==> src/rtl/clock_sequencer.sv <==
// clock_sequencer: holds a stretched reset, then generates per-channel
// clock-enable pulses from programmable divisors. Channel 0 (CPU) supports
// run/halt control and single-period stepping.
module clock_sequencer #(
    parameter int RESET_CYCLES = 16,
    parameter int CHANNELS     = 2,
    parameter int DIV_WIDTH    = 8
) (
    input  logic                          clock,
    input  logic                          reset,
    input  logic                          run,
    input  logic                          step,
    input  logic [CHANNELS*DIV_WIDTH-1:0] divisor,
    output logic                          sys_reset,
    output logic [CHANNELS-1:0]           enable,
    output logic                          halted,
    output logic [15:0]                   period_count
);

    localparam int HW = (RESET_CYCLES < 2) ? 1 : $clog2(RESET_CYCLES);

    typedef enum logic [1:0] {S_HOLD, S_RUN, S_HALT, S_STEP} state_t;

    state_t                               state_q, state_d;
    logic [HW-1:0]                        hold_q, hold_d;
    logic [CHANNELS-1:0][DIV_WIDTH-1:0]   cnt_q, cnt_d;
    logic [CHANNELS-1:0][DIV_WIDTH-1:0]   dl_q, dl_d;
    logic [15:0]                          period_count_q, period_count_d;
    logic                                 step_q, step_d;
    logic                                 counting;
    logic                                 hold_done;
    logic                                 step_edge;

    assign counting     = (state_q == S_RUN) || (state_q == S_STEP);
    assign hold_done    = (hold_q == HW'(RESET_CYCLES - 1));
    assign step_edge    = step && !step_q;
    assign sys_reset    = (state_q == S_HOLD);
    assign halted       = (state_q == S_HALT);
    assign period_count = period_count_q;

    // Enable pulse fires on the last count of each channel's latched period.
    always_comb begin
        enable = '0;
        for (int i = 0; i < CHANNELS; i++) begin
            enable[i] = counting && (cnt_q[i] == dl_q[i] - DIV_WIDTH'(1));
        end
    end

    // Next-state logic; run has priority over step in HALT.
    always_comb begin
        state_d = state_q;
        case (state_q)
            S_HOLD: if (hold_done) state_d = run ? S_RUN : S_HALT;
            S_RUN:  if (!run && enable[0]) state_d = S_HALT;
            S_HALT: begin
                if (run)            state_d = S_RUN;
                else if (step_edge) state_d = S_STEP;
            end
            S_STEP: if (enable[0]) state_d = run ? S_RUN : S_HALT;
            default: state_d = S_HOLD;
        endcase
    end

    // Datapath: hold counter, per-channel counters and divisor latches.
    // Divisors are latched on HOLD exit and at each wrap, so a change made
    // mid-period only takes effect on the following period. A zero divisor
    // is stored as 1 so the channel pulses every counting cycle.
    always_comb begin
        logic [DIV_WIDTH-1:0] div_i;
        hold_d         = hold_q;
        cnt_d          = cnt_q;
        dl_d           = dl_q;
        step_d         = step;
        period_count_d = period_count_q + {15'd0, enable[0]};
        if (state_q == S_HOLD) hold_d = hold_q + HW'(1);
        for (int i = 0; i < CHANNELS; i++) begin
            div_i = divisor[i*DIV_WIDTH +: DIV_WIDTH];
            if (div_i == '0) div_i = DIV_WIDTH'(1);
            if (state_q == S_HOLD && hold_done) begin
                dl_d[i] = div_i;
            end else if (counting) begin
                if (enable[i]) begin
                    cnt_d[i] = '0;
                    dl_d[i]  = div_i;
                end else begin
                    cnt_d[i] = cnt_q[i] + DIV_WIDTH'(1);
                end
            end
        end
    end

    // State registers with synchronous reset.
    always_ff @(posedge clock) begin
        if (reset) begin
            state_q        <= S_HOLD;
            hold_q         <= '0;
            step_q         <= 1'b0;
            period_count_q <= '0;
            for (int i = 0; i < CHANNELS; i++) begin
                cnt_q[i] <= '0;
                dl_q[i]  <= DIV_WIDTH'(1);
            end
        end else begin
            state_q        <= state_d;
            hold_q         <= hold_d;
            step_q         <= step_d;
            period_count_q <= period_count_d;
            cnt_q          <= cnt_d;
            dl_q           <= dl_d;
        end
    end

endmodule

==> config.mk <==
export PLATFORM = sky130hd
export DESIGN_NAME = clock_sequencer
export DESIGN_NICKNAME = d
export VERILOG_FILES = /design/src/rtl/clock_sequencer.sv
export SDC_FILE = /design/constraint.sdc
export NUM_CORES = 1
export LEC_CHECK = 0
export ABC_AREA = 1
export CORE_MARGIN = 5
export CORE_UTILIZATION = 45
export CTS_BUF_LIST = sky130_fd_sc_hd__clkbuf_8
export DETAILED_ROUTE_END_ITERATION = 8
export GPL_TIMING_DRIVEN = 0
export PLACE_DENSITY = 0.73
export SYNTH_ARGS = -nofsm -noshare
export SYNTH_HDL_FRONTEND = slang
export SYNTH_SLANG_ARGS = --single-unit
export TNS_END_PERCENT = 30
==> constraint.sdc <==
create_clock -name clock -period 5.2 [get_ports clock]
set_input_delay 1.3 -clock clock [delete_from_list [all_inputs] [get_ports clock]]
set_output_delay 1.3 -clock clock [all_outputs]
set_load 0.03 [all_outputs]
# Word-level counts from Yosys, hierarchy flattened
# Cells that the tools add are included.
# Widths: inputs -> output; s select.
[totals]
inputBits = 20
wordCells = 60
regBits = 55
[op_classes]
addsub = 6
bitwise = 1
reduce_logical = 18
n_eq_ne = 10
n_mux = 17
[ops]
columns = ["op", "count"]
rows = [
  ["$mux 8", 10],
  ["$add 16x1->16", 1],
  ["$add 8x1->8 const B", 2],
  ["$eq 8x8->1", 2],
  ["$logic_not 8->1", 2],
  ["$sub 8x1->8 const B", 2],
  ["$mux 2", 6],
  ["$pmux 2 s4", 1],
  ["$reduce_and 2->1", 3],
  ["$reduce_bool 2->1", 3],
  ["$logic_and 1x1->1", 5],
  ["$add 4x1->4 const B", 1],
  ["$eq 2x2->1 const B", 2],
  ["$eq 4x4->1 const B", 1],
  ["$ne 2x1->1 const B", 2],
  ["$reduce_and 4->1", 1],
  ["$ne 3x2->1 const B", 1],
  ["$eq 2x1->1 const B", 1],
  ["$logic_not 1->1", 2],
  ["$logic_not 2->1", 1],
  ["$ne 2x2->1 const B", 1],
  ["$logic_or 1x1->1", 1],
  ["$not 1->1", 1],
]

# Depth between registers and ports, before layout
# Gate-level depths: netlist (run 1).
[logic_depth]
word_depth = 6
ltp_mapped = 21

# Worst setup path before layout (run 1)
# No wires, ideal clock.
[synth_path]
kind = "register -> output"
start = "register dl_q[8] in the netlist's numbering"
end = "output enable[1]"
arrival_time_ps = 1743
path_stages_with_launch = 11
n_path_buf = 1
setup_slack_ps = 2157
cell_sequence = "dfxtp_1 > inv_1 > ha_1 > nand2_1 > o21ai_0 > nor3b_1 > nand2_1 > nor2_2 > nand3b_4 > buf_6 > inv_1"
[synth_between]
elab_chain_len = 3
[synth_rtl]
columns = ["element", "line", "rtl"]
rows = [
  ["from (decl)", "27", "logic [CHANNELS-1:0][DIV_WIDTH-1:0] dl_q, dl_d;"],
  ["from (signal assigned)", "109", "dl_q <= dl_d;"],
  ["$sub 8x1->8", "45", "enable[i] = counting && (cnt_q[i] == dl_q[i] - DIV_WIDTH'(1));"],
  ["$eq 8x8->1", "45", ""],
  ["$logic_and 1x1->1", "45", ""],
  ["to (decl)", "15", "output logic [CHANNELS-1:0] enable,"],
]
# Every way passes these cells.

# Worst setup path in the final report (run 1)
# Ends and elaborated chain as after synthesis.

==> metrics.txt, run 1 <==
# TYPE chip_impl_metric gauge
chip_impl_metric{name="setup_viol",unit=""} 0
chip_impl_metric{name="fp-row-count",unit=""} 30
chip_impl_metric{name="ys.warnings.count",unit=""} 0
chip_impl_metric{name="hpwl_after_detailed_placement",unit="um"} 4860
chip_impl_metric{name="rrSetupSlack",unit="ns"} 1.94
chip_impl_metric{name="chipWidth",unit="um"} 92.3
chip_impl_metric{name="drtIter0Drc",unit=""} 90
chip_impl_metric{name="clk_pin_slew_worst_paths",unit="ns"} 0.10
chip_impl_metric{name="antenna_cells",unit=""} 0
chip_impl_metric{name="number_of_buffers_added_by_the_clock_tree_synthesis_step",unit=""} 5
chip_impl_metric{name="post_cts_resized",unit=""} 0
chip_impl_info{name="synth_top_cell_by_area",value="dfxtp_1"} 1
chip_impl_info{name="r2r-start",value="dl_q[0]$_SDFFE_PP1P_"} 1
chip_impl_metric{name="timing_max_transition_violations_final",unit=""} 0
chip_impl_metric{name="grt_max_degree",unit=""} 17
chip_impl_info{name="cts_tree",value="built"} 1
chip_impl_info{name="synth.most_common_cell",value="nand2_1"} 1
chip_impl_info{name="clock-root-buffer",value="clkbuf_8"} 1
chip_impl_metric{name="ir_drop",unit="mV"} 0.130
chip_impl_metric{name="number_of_filler_instances_in_the_final_layout",unit=""} 656
chip_impl_metric{name="numClockSinks",unit=""} 55
chip_impl_metric{name="routed_wl",unit="um"} 6520
chip_impl_info{name="timing.critical_path.slowest_stage_cell",value="clkdlybuf4s50_1"} 1
chip_impl_metric{name="final_antenna_net_count",unit=""} 0
chip_impl_metric{name="die_height",unit="um"} 92.3
chip_impl_metric{name="placedCellCount",unit=""} 553
chip_impl_metric{name="globalplace.congestion",unit=""} 0.868
chip_impl_metric{name="crit_fanout",unit=""} 10
chip_impl_info{name="worstSetupEndpointType",value="primary output"} 1
chip_impl_metric{name="grt_util_all_layers",unit="%"} 15.8
chip_impl_metric{name="yosys.cell_types.count",unit=""} 38
chip_impl_metric{name="gr-usage-met1",unit="%"} 21.0
chip_impl_metric{name="cp.buffers_inverters",unit=""} 4
chip_impl_metric{name="largest_buffer_count_on_any_clock_path",unit=""} 2
chip_impl_metric{name="wire_length_of_the_first_global_routing_pass",unit="um"} 11200
chip_impl_metric{name="final_design_area_excluding_fillers",unit="mm2"} 0.00363
chip_impl_metric{name="worst_hold_path.num_cells",unit=""} 2
chip_impl_metric{name="clk-insertion-delay-late",unit="ns"} 0.31
chip_impl_metric{name="netlist_area",unit="mm2"} 0.00305
chip_impl_metric{name="achievable-frequency",unit="GHz"} 0.243
chip_impl_metric{name="cts_hold_repair.buffers",unit=""} 0
chip_impl_metric{name="worst_slew_pin_slew",unit="ns"} 0.571
chip_impl_metric{name="totalNegativeSetupSlack",unit="ns"} 0
chip_impl_info{name="critical_path.cell_chain",value="inv_1 > ha_1 > nand2_1 > o21ai_0 > nor3b_1 > nand2_1 > nor2_2 > nand3b_4 > buf_6 > inv_1 > clkdlybuf4s50_1"} 1
chip_impl_metric{name="groute.layer.met3.usage",unit="%"} 3.94
chip_impl_metric{name="yosysTopAreaCellShare",unit="%"} 36.2
chip_impl_metric{name="io_pins",unit=""} 40
chip_impl_metric{name="numPortBuffers",unit=""} 38
chip_impl_info{name="ys_top_cells_by_area",value="dfxtp_1 (36%), nand2_1 (10%), nor2_1 (9.2%)"} 1
chip_impl_metric{name="rr_worst_depth",unit=""} 21
chip_impl_info{name="synth.cells.most_frequent",value="nand2_1 (82), nor2_1 (75), inv_1 (57), dfxtp_1 (55), nand3_1 (33)"} 1
chip_impl_info{name="synthFlopType",value="dfxtp_1"} 1
chip_impl_metric{name="postCtsSetupRepairBufs",unit=""} 0
chip_impl_info{name="rsz_0062_raised_after_global_routing",value="no"} 1
chip_impl_metric{name="nets",unit=""} 511
chip_impl_metric{name="drt_pre_antenna_iters",unit=""} 5
chip_impl_metric{name="hold_viol_final",unit=""} 0
chip_impl_metric{name="final_period_minus_worst_setup_slack",unit="ns"} 4.12
chip_impl_metric{name="antenna_found_initial",unit=""} 0
chip_impl_metric{name="place_area",unit="mm2"} 0.00353
chip_impl_metric{name="grt_use_met2",unit="%"} 25.4
chip_impl_metric{name="drive_above_1_share",unit="%"} 7.08
chip_impl_metric{name="avgSynthCellArea",unit="um2"} 7.00
chip_impl_info{name="status",value="complete, no violations"} 1
chip_impl_metric{name="synth_seq_cells",unit=""} 55
chip_impl_metric{name="synth.net_count",unit=""} 466
chip_impl_metric{name="floorplan.initialDensity",unit="%"} 45.6
chip_impl_metric{name="first_global_vias",unit=""} 2565
chip_impl_info{name="startpoint_of_the_worst_hold_path",value="period_count[15]$_SDFF_PP0_"} 1
chip_impl_metric{name="remaining_drc_errors",unit=""} 0
chip_impl_metric{name="wire_per_inst",unit="um"} 11.6
chip_impl_metric{name="netlist_instances",unit=""} 435
chip_impl_metric{name="detailroute.via_count",unit=""} 2787
chip_impl_metric{name="arrival",unit="ns"} 2.82
chip_impl_metric{name="cellPowerDensity",unit="mW/mm2"} 205
chip_impl_metric{name="period_share",unit="%"} 79.2
chip_impl_info{name="kind_of_cell_adding_the_most_delay_to_the_critical_path",value="buffers and inverters"} 1
chip_impl_metric{name="grt_remaining_overflow",unit=""} 0
chip_impl_metric{name="cts_htree_levels",unit=""} 2
chip_impl_metric{name="dieArea",unit="mm2"} 0.00851
chip_impl_metric{name="area_growth",unit="%"} 19.3
chip_impl_metric{name="seq_area_frac_synth",unit="%"} 36.2
chip_impl_metric{name="critical_path.max_stage_delay",unit="ns"} 0.65
chip_impl_info{name="r2r-end",value="period_count[12]$_SDFF_PP0_"} 1
chip_impl_metric{name="postSynth.asyncResetShare",unit="%"} 0
chip_impl_info{name="crit_path_start_kind",value="register"} 1
chip_impl_metric{name="clock_skew",unit="ns"} 0.0115
chip_impl_metric{name="synth-edff-count",unit=""} 0
chip_impl_info{name="busiest_layer",value="met2"} 1
chip_impl_metric{name="core_area",unit="mm2"} 0.00668
chip_impl_info{name="crit_type",value="register to primary output"} 1
chip_impl_metric{name="power.static_leakage",unit="nW"} 1.59
chip_impl_metric{name="cap_viol_max_count",unit=""} 0
chip_impl_info{name="hold-path-endpoint",value="period_count[15]$_SDFF_PP0_"} 1
chip_impl_info{name="hold_path_class",value="register to register"} 1
chip_impl_metric{name="via_per_inst",unit=""} 4.98
chip_impl_metric{name="worstSetupPathDepth",unit=""} 11
chip_impl_metric{name="post_layout_nonfiller_instances",unit=""} 560
chip_impl_metric{name="maxSlewHeadroom",unit="%"} 61.9
chip_impl_metric{name="cp_data_required_time",unit="ns"} 3.90
[layout by cell type (no fill, tap or decap), types with 2 or more instances in the layout]
cell type / count
a21oi_1: 15
a21oi_2: 8
a31oi_1: 2
and3_1: 2
buf_4: 2
clkbuf_1: 4
clkbuf_8: 5
clkdlybuf4s50_1: 38
dfxtp_1: 55
ha_1: 11
inv_1: 57
nand2_1: 82
nand2_2: 2
nand3_1: 33
nand3_2: 2
nand4_1: 8
nor2_1: 75
nor2_2: 4
nor3_1: 9
nor3b_1: 2
nor3b_2: 2
nor4_1: 2
o21ai_0: 20
xnor2_1: 6
xor2_1: 17
[worst min-delay path, stage by stage, from the launching register on]
cell and delay, ns:
dfxtp_1 0.33, nand2_1 0.06, a21oi_1 0.05
[worst max-delay path by stage]
| stage | start | end | slack (ns) |
|---|---|---|---|
| floorplan | dl_q[8]$_SDFFE_PP1P_ | enable[1] | 2.16 |
| global placement | dl_q[8]$_SDFFE_PP1P_ | enable[1] | 1.47 |
| detailed placement | dl_q[8]$_SDFFE_PP1P_ | enable[1] | 1.45 |
| CTS | dl_q[8]$_SDFFE_PP1P_ | enable[1] | 1.07 |
| global route | dl_q[8]$_SDFFE_PP1P_ | enable[1] | 0.90 |
| finish | dl_q[8]$_SDFFE_PP1P_ | enable[1] | 1.08 |
[state kept, by name (all words and copies together), names as in the netlist]
| register | count |
|---|---|
| cnt_q | 16 |
| dl_q | 16 |
| period_count | 16 |
| hold_q | 4 |
| state_q | 2 |
| step_q | 1 |
[through the flow]
step / power (mW) / hold slack (ns) / setup WS (ns) / util, %
after floorplan: 0.451 / 0.472 / 2.16 / -
after global placement: 0.473 / 0.464 / 1.47 / 52.8
after detailed placement: 0.473 / 0.472 / 1.45 / 52.8
after CTS: 0.753 / 0.490 / 1.07 / 54.4
after global routing: 0.773 / 0.511 / 0.901 / 54.4
final: 0.743 / 0.481 / 1.08 / 54.4
[layout make-up]
cell class	count	area (um2)	share of cell area [%]
multi-input combinational	313	1680	46.2
sequential	55	1100	30.3
timing repair buffer	38	380	10.5
inverter	59	221	6.10
tap	80	100	2.76
clock buffer	5	68.8	1.89
buffer	8	45.0	1.24
clock inverter	2	37.5	1.03
[power by group]
part           switching, mW  internal [mW]
Combinational         0.0186         0.0186
Sequential           0.00219          0.424
Clock                  0.139          0.141
[cell families (layout without fill, tap and decap cells)]
logic type	Yosys count	in the layout	share of synthesized area, %
compound gates	51	51	10.1
xor+xnor	23	23	6.61
fa+ha+maj	11	11	4.52
buf+inv	67	112	8.75
flops	55	55	36.2
mux	1	1	0.329
simple gates	227	227	33.5
[metal layers]
metal | share of wire [%] | vias to the layer above | routed length [um]
met5 | 0 | - | 0
met4 | 1.1 | 0 | 74
met3 | 5.1 | 9 | 332
met2 | 44 | 56 | 2850
met1 | 50 | 1250 | 3250
li1 | - | 1472 | -
Note: power is estimated with default switching activity, not from simulation.
==> run 2: changes to the inputs <==
- PLACE_DENSITY: 0.73 -> 0.76
- clock period: 5.2 -> 3.5 ns (I/O delays scaled with it)
==> run 2 against run 1 <==
Against the previous run:
- via count down 0.25%
- largest cell class unchanged
- non-clock buffer count did not move
- register-to-register slack worse by 1.7 ns
- critical path type unchanged
- clock power is 76% higher
==> metrics.txt, run 2 (synthesis gave the netlist of run 1 again) <==
# TYPE chip_impl_metric gauge
chip_impl_metric{name="clk_pin_slew_worst_paths",unit="ns"} 0.10
chip_impl_metric{name="internal-power",unit="mW"} 0.940
chip_impl_metric{name="area_growth",unit="%"} 19.9
chip_impl_metric{name="post_cts_resized",unit=""} 2
chip_impl_info{name="kind_of_cell_adding_the_most_delay_to_the_critical_path",value="buffers and inverters"} 1
chip_impl_metric{name="clock_power_share",unit="%"} 41.7
chip_impl_metric{name="grt_max_degree",unit=""} 17
chip_impl_metric{name="first_global_vias",unit=""} 2682
chip_impl_metric{name="grt_remaining_overflow",unit=""} 0
chip_impl_metric{name="core_area",unit="mm2"} 0.00668
chip_impl_metric{name="numClockSinks",unit=""} 55
chip_impl_metric{name="p_switching",unit="mW"} 0.242
chip_impl_metric{name="postCtsSetupRepairBufs",unit=""} 0
chip_impl_metric{name="clk-insertion-delay-late",unit="ns"} 0.31
chip_impl_metric{name="antenna_cells",unit=""} 0
chip_impl_info{name="status",value="complete, no violations"} 1
chip_impl_metric{name="clock_skew",unit="ns"} 0.00574
chip_impl_metric{name="drtIter0Drc",unit=""} 117
chip_impl_metric{name="setup_viol",unit=""} 0
chip_impl_metric{name="ir_drop",unit="mV"} 0.167
chip_impl_info{name="crit_type",value="register to primary output"} 1
chip_impl_metric{name="cap_viol_max_count",unit=""} 0
chip_impl_metric{name="drt_pre_antenna_iters",unit=""} 4
chip_impl_metric{name="final_antenna_net_count",unit=""} 0
chip_impl_info{name="worstSetupEndpointType",value="primary output"} 1
chip_impl_info{name="critical_path.cell_chain",value="inv_1 > ha_1 > nand2_1 > inv_1 > nor2_1 > nand2_1 > nor2_1 > nand3_1 > nor2_1 > nand3_1 > inv_1 > dlygate4sd2_1"} 1
chip_impl_metric{name="period_share",unit="%"} 94.0
chip_impl_metric{name="detailroute.via_count",unit=""} 2780
chip_impl_metric{name="cts_htree_levels",unit=""} 2
chip_impl_metric{name="wire_per_inst",unit="um"} 11.8
chip_impl_metric{name="remaining_drc_errors",unit=""} 0
chip_impl_info{name="most_common_library_cell_in_the_layout_ignoring_fill_and_taps",value="nand2_1"} 1
chip_impl_metric{name="via_per_inst",unit=""} 4.96
chip_impl_info{name="crit_path_start_kind",value="register"} 1
chip_impl_metric{name="nets",unit=""} 511
chip_impl_metric{name="antenna_found_initial",unit=""} 0
chip_impl_metric{name="rrSetupSlack",unit="ns"} 0.24
chip_impl_metric{name="io_pins",unit=""} 40
chip_impl_metric{name="numPortBuffers",unit=""} 38
chip_impl_metric{name="routed_wl",unit="um"} 6620
chip_impl_metric{name="power.static_leakage",unit="nW"} 1.62
chip_impl_metric{name="number_of_buffers_added_by_the_clock_tree_synthesis_step",unit=""} 5
chip_impl_metric{name="drive_above_1_share",unit="%"} 7.28
chip_impl_metric{name="arrival",unit="ns"} 2.42
chip_impl_metric{name="chipWidth",unit="um"} 92.3
chip_impl_metric{name="wire_length_of_the_first_global_routing_pass",unit="um"} 11600
chip_impl_metric{name="share_comb_of_total_power",unit="%"} 4.8
chip_impl_info{name="hold_path_class",value="register to register"} 1
chip_impl_metric{name="hold_viol_final",unit=""} 0
chip_impl_info{name="r2r-start",value="dl_q[0]$_SDFFE_PP1P_"} 1
chip_impl_metric{name="hpwl_after_detailed_placement",unit="um"} 4980
chip_impl_metric{name="cp_data_required_time",unit="ns"} 2.62
chip_impl_metric{name="final_period_minus_worst_setup_slack",unit="ns"} 3.29
chip_impl_metric{name="cellPowerDensity",unit="mW/mm2"} 324
chip_impl_metric{name="worst_slew_pin_slew",unit="ns"} 0.620
chip_impl_metric{name="layout_setup_ws",unit="ns"} 0.209
chip_impl_info{name="cts_tree",value="built"} 1
chip_impl_metric{name="dieArea",unit="mm2"} 0.00851
chip_impl_metric{name="maxSlewHeadroom",unit="%"} 58.7
chip_impl_info{name="timing.critical_path.slowest_stage_cell",value="dlygate4sd2_1"} 1
chip_impl_info{name="final_cell_mix",value="nand2_1 (82), nor2_1 (75), inv_1 (58)"} 1
chip_impl_metric{name="finalPower",unit="mW"} 1.18
chip_impl_metric{name="totalNegativeSetupSlack",unit="ns"} 0
chip_impl_metric{name="cp.buffers_inverters",unit=""} 4
chip_impl_info{name="rsz_0062_raised_after_global_routing",value="yes"} 1
chip_impl_metric{name="share_seq_of_total_power",unit="%"} 53.5
chip_impl_metric{name="floorplan.initialDensity",unit="%"} 45.6
chip_impl_metric{name="power.switching_fraction",unit="%"} 20.5
chip_impl_metric{name="post-place-ws",unit="ns"} 0.146
chip_impl_metric{name="die_height",unit="um"} 92.3
chip_impl_metric{name="grt_util_all_layers",unit="%"} 16.4
chip_impl_metric{name="globalplace.congestion",unit=""} 0.839
chip_impl_metric{name="fp-row-count",unit=""} 30
chip_impl_info{name="timing.critical_path.from",value="dl_q[0]$_SDFFE_PP1P_"} 1
chip_impl_metric{name="crit_fanout",unit=""} 4
chip_impl_metric{name="largest_buffer_count_on_any_clock_path",unit=""} 2
chip_impl_metric{name="critical_path.max_stage_delay",unit="ns"} 0.43
chip_impl_metric{name="cts_hold_repair.buffers",unit=""} 0
chip_impl_info{name="clock-root-buffer",value="clkbuf_8"} 1
chip_impl_info{name="startpoint_of_the_worst_hold_path",value="period_count[15]$_SDFF_PP0_"} 1
chip_impl_metric{name="achievable-frequency",unit="GHz"} 0.304
chip_impl_metric{name="timing_max_transition_violations_final",unit=""} 0
==> run 2: cell count changes in the layout (fill, tap and decap cells not counted) <==
cell	before	now
clkinvlp_4	1	0
clkdlybuf4s50_1	38	36
clkbuf_2	0	1
bufinv_16	1	2
dlygate4sd2_1	0	1
inv_1	57	58
==> run 2: final timing paths <==
kind,cells past startpoint,endpoint
max,12,enable[0]
min,2,period_count[15]$_SDFF_PP0_
max reg2reg,21,period_count[12]$_SDFF_PP0_
min reg2reg,2,period_count[15]$_SDFF_PP0_
==> run 2: cell type report <==
class                      count  area [um2]
timing repair buffer          38         374
tap                           80         100
sequential                    55        1100
multi-input combinational    313        1680
inverter                      59         221
clock inverter                 3        63.8
clock buffer                   5        68.8
buffer                         8        45.0
fill                         639        3030
==> run 2: power by group through the flow <==
stage	sequential, mW	clock, mW	combinational [mW]
final	0.633	0.493	0.0567
after global routing	0.634	0.528	0.0626
after CTS	0.633	0.503	0.0572
after detailed placement	0.647	0	0.0568
after global placement	0.647	0	0.0556
after floorplan	0.646	0	0.0243
==> run 2: worst min-delay path, cell delays in order, from the launching register on <==
cell,delay (ns)
dfxtp_1,0.33
nand2_1,0.07
a21oi_1,0.06
==> run 2: routing by layer <==
metal  vias to the layer above  global-route usage (%)  routed length, um
met4                         0                    4.46                 76
met2                        64                    26.9               2940
met3                        10                    3.69                377
met5                         -                       0                  0
li1                       1473                       -                  -
met1                      1233                    21.8               3230
==> run 2: per-stage QoR <==
step / cell area [um2] / hold WS (ns) / instances / util [%]
floorplan: 3050 / 0.472 / 435 / -
finish: 3650 / 0.493 / 561 / 54.7
CTS: 3660 / 0.495 / 561 / 54.7
global route: 3650 / 0.531 / 561 / 54.7
detailed placement: 3530 / 0.477 / 553 / 52.8
global placement: 3530 / 0.468 / 553 / 52.8
==> run 3: changes to the inputs <==
- PLACE_DENSITY: 0.76 -> 0.73
- SLEW_MARGIN: unset -> 15
- clock period: 3.5 -> 3.6 ns (I/O delays scaled with it)
==> run 3 against run 2 <==
Against the previous run:
- final area decreased by 0.31%
- power decreased by 9.2%
- utilization decreased by 0.17 points
- register-to-register slack improved by 0.12 ns
- highest routed layer unchanged
==> metrics.txt, run 3 (synthesis gave the netlist of run 1 again) <==
# TYPE chip_impl_metric gauge
chip_impl_info{name="crit_type",value="register to primary output"} 1
chip_impl_metric{name="cap_viol_max_count",unit=""} 0
chip_impl_metric{name="number_of_buffers_added_by_the_clock_tree_synthesis_step",unit=""} 5
chip_impl_info{name="most_common_library_cell_in_the_layout_ignoring_fill_and_taps",value="nand2_1"} 1
chip_impl_info{name="cts_tree",value="built"} 1
chip_impl_metric{name="remaining_drc_errors",unit=""} 0
chip_impl_metric{name="cellPowerDensity",unit="mW/mm2"} 295
chip_impl_metric{name="achievable-frequency",unit="GHz"} 0.293
chip_impl_metric{name="numClockSinks",unit=""} 55
chip_impl_info{name="crit_path_start_kind",value="register"} 1
chip_impl_metric{name="worst_slew_pin_slew",unit="ns"} 0.571
chip_impl_metric{name="largest_buffer_count_on_any_clock_path",unit=""} 2
chip_impl_metric{name="setup_viol",unit=""} 0
chip_impl_metric{name="antenna_found_initial",unit=""} 0
chip_impl_metric{name="routed_wl",unit="um"} 6510
chip_impl_info{name="status",value="complete, no violations"} 1
chip_impl_metric{name="cp_data_required_time",unit="ns"} 2.70
chip_impl_metric{name="rr_worst_depth",unit=""} 21
chip_impl_info{name="critical_path.cell_chain",value="inv_1 > ha_1 > nand2_1 > o21ai_0 > nor3b_1 > nand2_1 > nor2_2 > nand3b_4 > buf_6 > inv_1 > clkdlybuf4s15_1"} 1
chip_impl_metric{name="chipWidth",unit="um"} 92.3
chip_impl_metric{name="totalNegativeSetupSlack",unit="ns"} 0
chip_impl_info{name="hold_path_class",value="register to register"} 1
chip_impl_metric{name="wire_per_inst",unit="um"} 11.6
chip_impl_metric{name="drive_above_1_share",unit="%"} 7.08
chip_impl_info{name="clock-root-buffer",value="clkbuf_8"} 1
chip_impl_metric{name="drtIter0Drc",unit=""} 93
chip_impl_metric{name="dieArea",unit="mm2"} 0.00851
chip_impl_metric{name="fp-row-count",unit=""} 30
chip_impl_metric{name="clk_pin_slew_worst_paths",unit="ns"} 0.10
chip_impl_metric{name="core_area",unit="mm2"} 0.00668
chip_impl_metric{name="cts_htree_levels",unit=""} 2
chip_impl_metric{name="via_per_inst",unit=""} 4.96
chip_impl_metric{name="crit_fanout",unit=""} 10
chip_impl_metric{name="grt_remaining_overflow",unit=""} 0
chip_impl_metric{name="share_seq_of_total_power",unit="%"} 57.3
chip_impl_metric{name="area_growth",unit="%"} 19.6
chip_impl_metric{name="timing_max_transition_violations_final",unit=""} 0
chip_impl_metric{name="clock_skew",unit="ns"} 0.0116
chip_impl_metric{name="critical_path.max_stage_delay",unit="ns"} 0.41
chip_impl_metric{name="clock_power_share",unit="%"} 37.7
chip_impl_metric{name="drt_pre_antenna_iters",unit=""} 4
chip_impl_metric{name="grt_util_all_layers",unit="%"} 15.8
chip_impl_metric{name="final_antenna_net_count",unit=""} 0
chip_impl_metric{name="finalPower",unit="mW"} 1.07
chip_impl_metric{name="die_height",unit="um"} 92.3
chip_impl_metric{name="wire_length_of_the_first_global_routing_pass",unit="um"} 11200
chip_impl_metric{name="detailroute.via_count",unit=""} 2778
chip_impl_metric{name="final_period_minus_worst_setup_slack",unit="ns"} 3.42
chip_impl_metric{name="maxSlewHeadroom",unit="%"} 61.9
chip_impl_metric{name="fin_util",unit="%"} 54.5
chip_impl_metric{name="internal-power",unit="mW"} 0.842
chip_impl_metric{name="nets",unit=""} 511
chip_impl_metric{name="clk-insertion-delay-late",unit="ns"} 0.31
chip_impl_metric{name="numPortBuffers",unit=""} 38
chip_impl_metric{name="share_comb_of_total_power",unit="%"} 5.0
chip_impl_metric{name="placedCellCount",unit=""} 553
chip_impl_metric{name="io_pins",unit=""} 40
chip_impl_info{name="rsz_0062_raised_after_global_routing",value="yes"} 1
chip_impl_metric{name="power.switching_fraction",unit="%"} 21.6
chip_impl_metric{name="antenna_cells",unit=""} 0
chip_impl_info{name="final_cell_mix",value="nand2_1 (82), nor2_1 (75), inv_1 (57)"} 1
chip_impl_metric{name="arrival",unit="ns"} 2.52
chip_impl_metric{name="hold_viol_final",unit=""} 0
chip_impl_info{name="timing.critical_path.slowest_stage_cell",value="dfxtp_1"} 1
chip_impl_metric{name="period_share",unit="%"} 94.9
chip_impl_metric{name="first_global_vias",unit=""} 2565
chip_impl_metric{name="globalplace.congestion",unit=""} 0.868
chip_impl_metric{name="post_layout_nonfiller_instances",unit=""} 560
chip_impl_metric{name="hpwl_after_detailed_placement",unit="um"} 4860
chip_impl_metric{name="worst_hold_path.num_cells",unit=""} 2
chip_impl_metric{name="ir_drop",unit="mV"} 0.188
chip_impl_info{name="worstSetupEndpointType",value="primary output"} 1
chip_impl_metric{name="power.static_leakage",unit="nW"} 1.63
chip_impl_metric{name="p_switching",unit="mW"} 0.232
chip_impl_metric{name="floorplan.initialDensity",unit="%"} 45.6
chip_impl_metric{name="grt_max_degree",unit=""} 17
chip_impl_metric{name="postCtsSetupRepairBufs",unit=""} 0
run 3: metrics by stage:
| step | setup slack (ns) | cell area [um2] | hold WS (ns) |
|---|---|---|---|
| finish | 0.184 | 3640 | 0.481 |
| global placement | 0.271 | 3530 | 0.464 |
| detailed placement | 0.246 | 3530 | 0.472 |
| CTS | 0.0138 | 3630 | 0.490 |
| floorplan | 0.632 | 3050 | 0.472 |
| global route | -0.0536 | 3640 | 0.511 |
run 3: path summary, 6_finish.rpt:
| path | from | slack (ns) | end |
|---|---|---|---|
| min reg2reg | period_count[15]$_SDFF_PP0_ | 0.48 | period_count[15]$_SDFF_PP0_ |
| max | dl_q[8]$_SDFFE_PP1P_ | 0.18 | enable[1] |
| min | period_count[15]$_SDFF_PP0_ | 0.48 | period_count[15]$_SDFF_PP0_ |
| max reg2reg | dl_q[0]$_SDFFE_PP1P_ | 0.36 | period_count[12]$_SDFF_PP0_ |
run 3: cell type report:
cell class	instances	area [um2]
timing repair buffer	38	383
multi-input combinational	313	1680
buffer	8	45.0
inverter	59	221
tap	80	100
fill	652	3040
clock inverter	2	37.5
clock buffer	5	68.8
sequential	55	1100
run 3: power by group through the flow:
stage,clock (mW),sequential [mW],combinational (mW)
after floorplan,0,0.629,0.0236
after global placement,0,0.629,0.0537
after detailed placement,0,0.629,0.0540
after CTS,0.418,0.615,0.0544
after global routing,0.441,0.616,0.0603
final,0.405,0.615,0.0537
run 3: metal layers:
metal | vias to the layer above | track usage [%] | share of wire, %
li1 | 1470 | - | -
met1 | 1239 | 21.0 | 50
met2 | 60 | 25.4 | 44
met3 | 9 | 3.94 | 5.3
met4 | 0 | 4.46 | 1.1
met5 | - | 0 | 0
run 3: repair_timing:
item | in CTS | in global routing
hold buffers | 0 | 0
pin swaps | 0 | 0
resized for setup | 1 | 3
endpoints found under the setup margin | 1 | 5
run 3: worst max-delay path, delay by kind of cell (launching register included):
family / cells / cell delay [ns]
and+or+nand+nor: 5 / 0.70
buffers and inverters: 4 / 0.70
DFF: 1 / 0.41
adders and majority gates: 1 / 0.31
AOI/OAI and AO/OA: 1 / 0.07
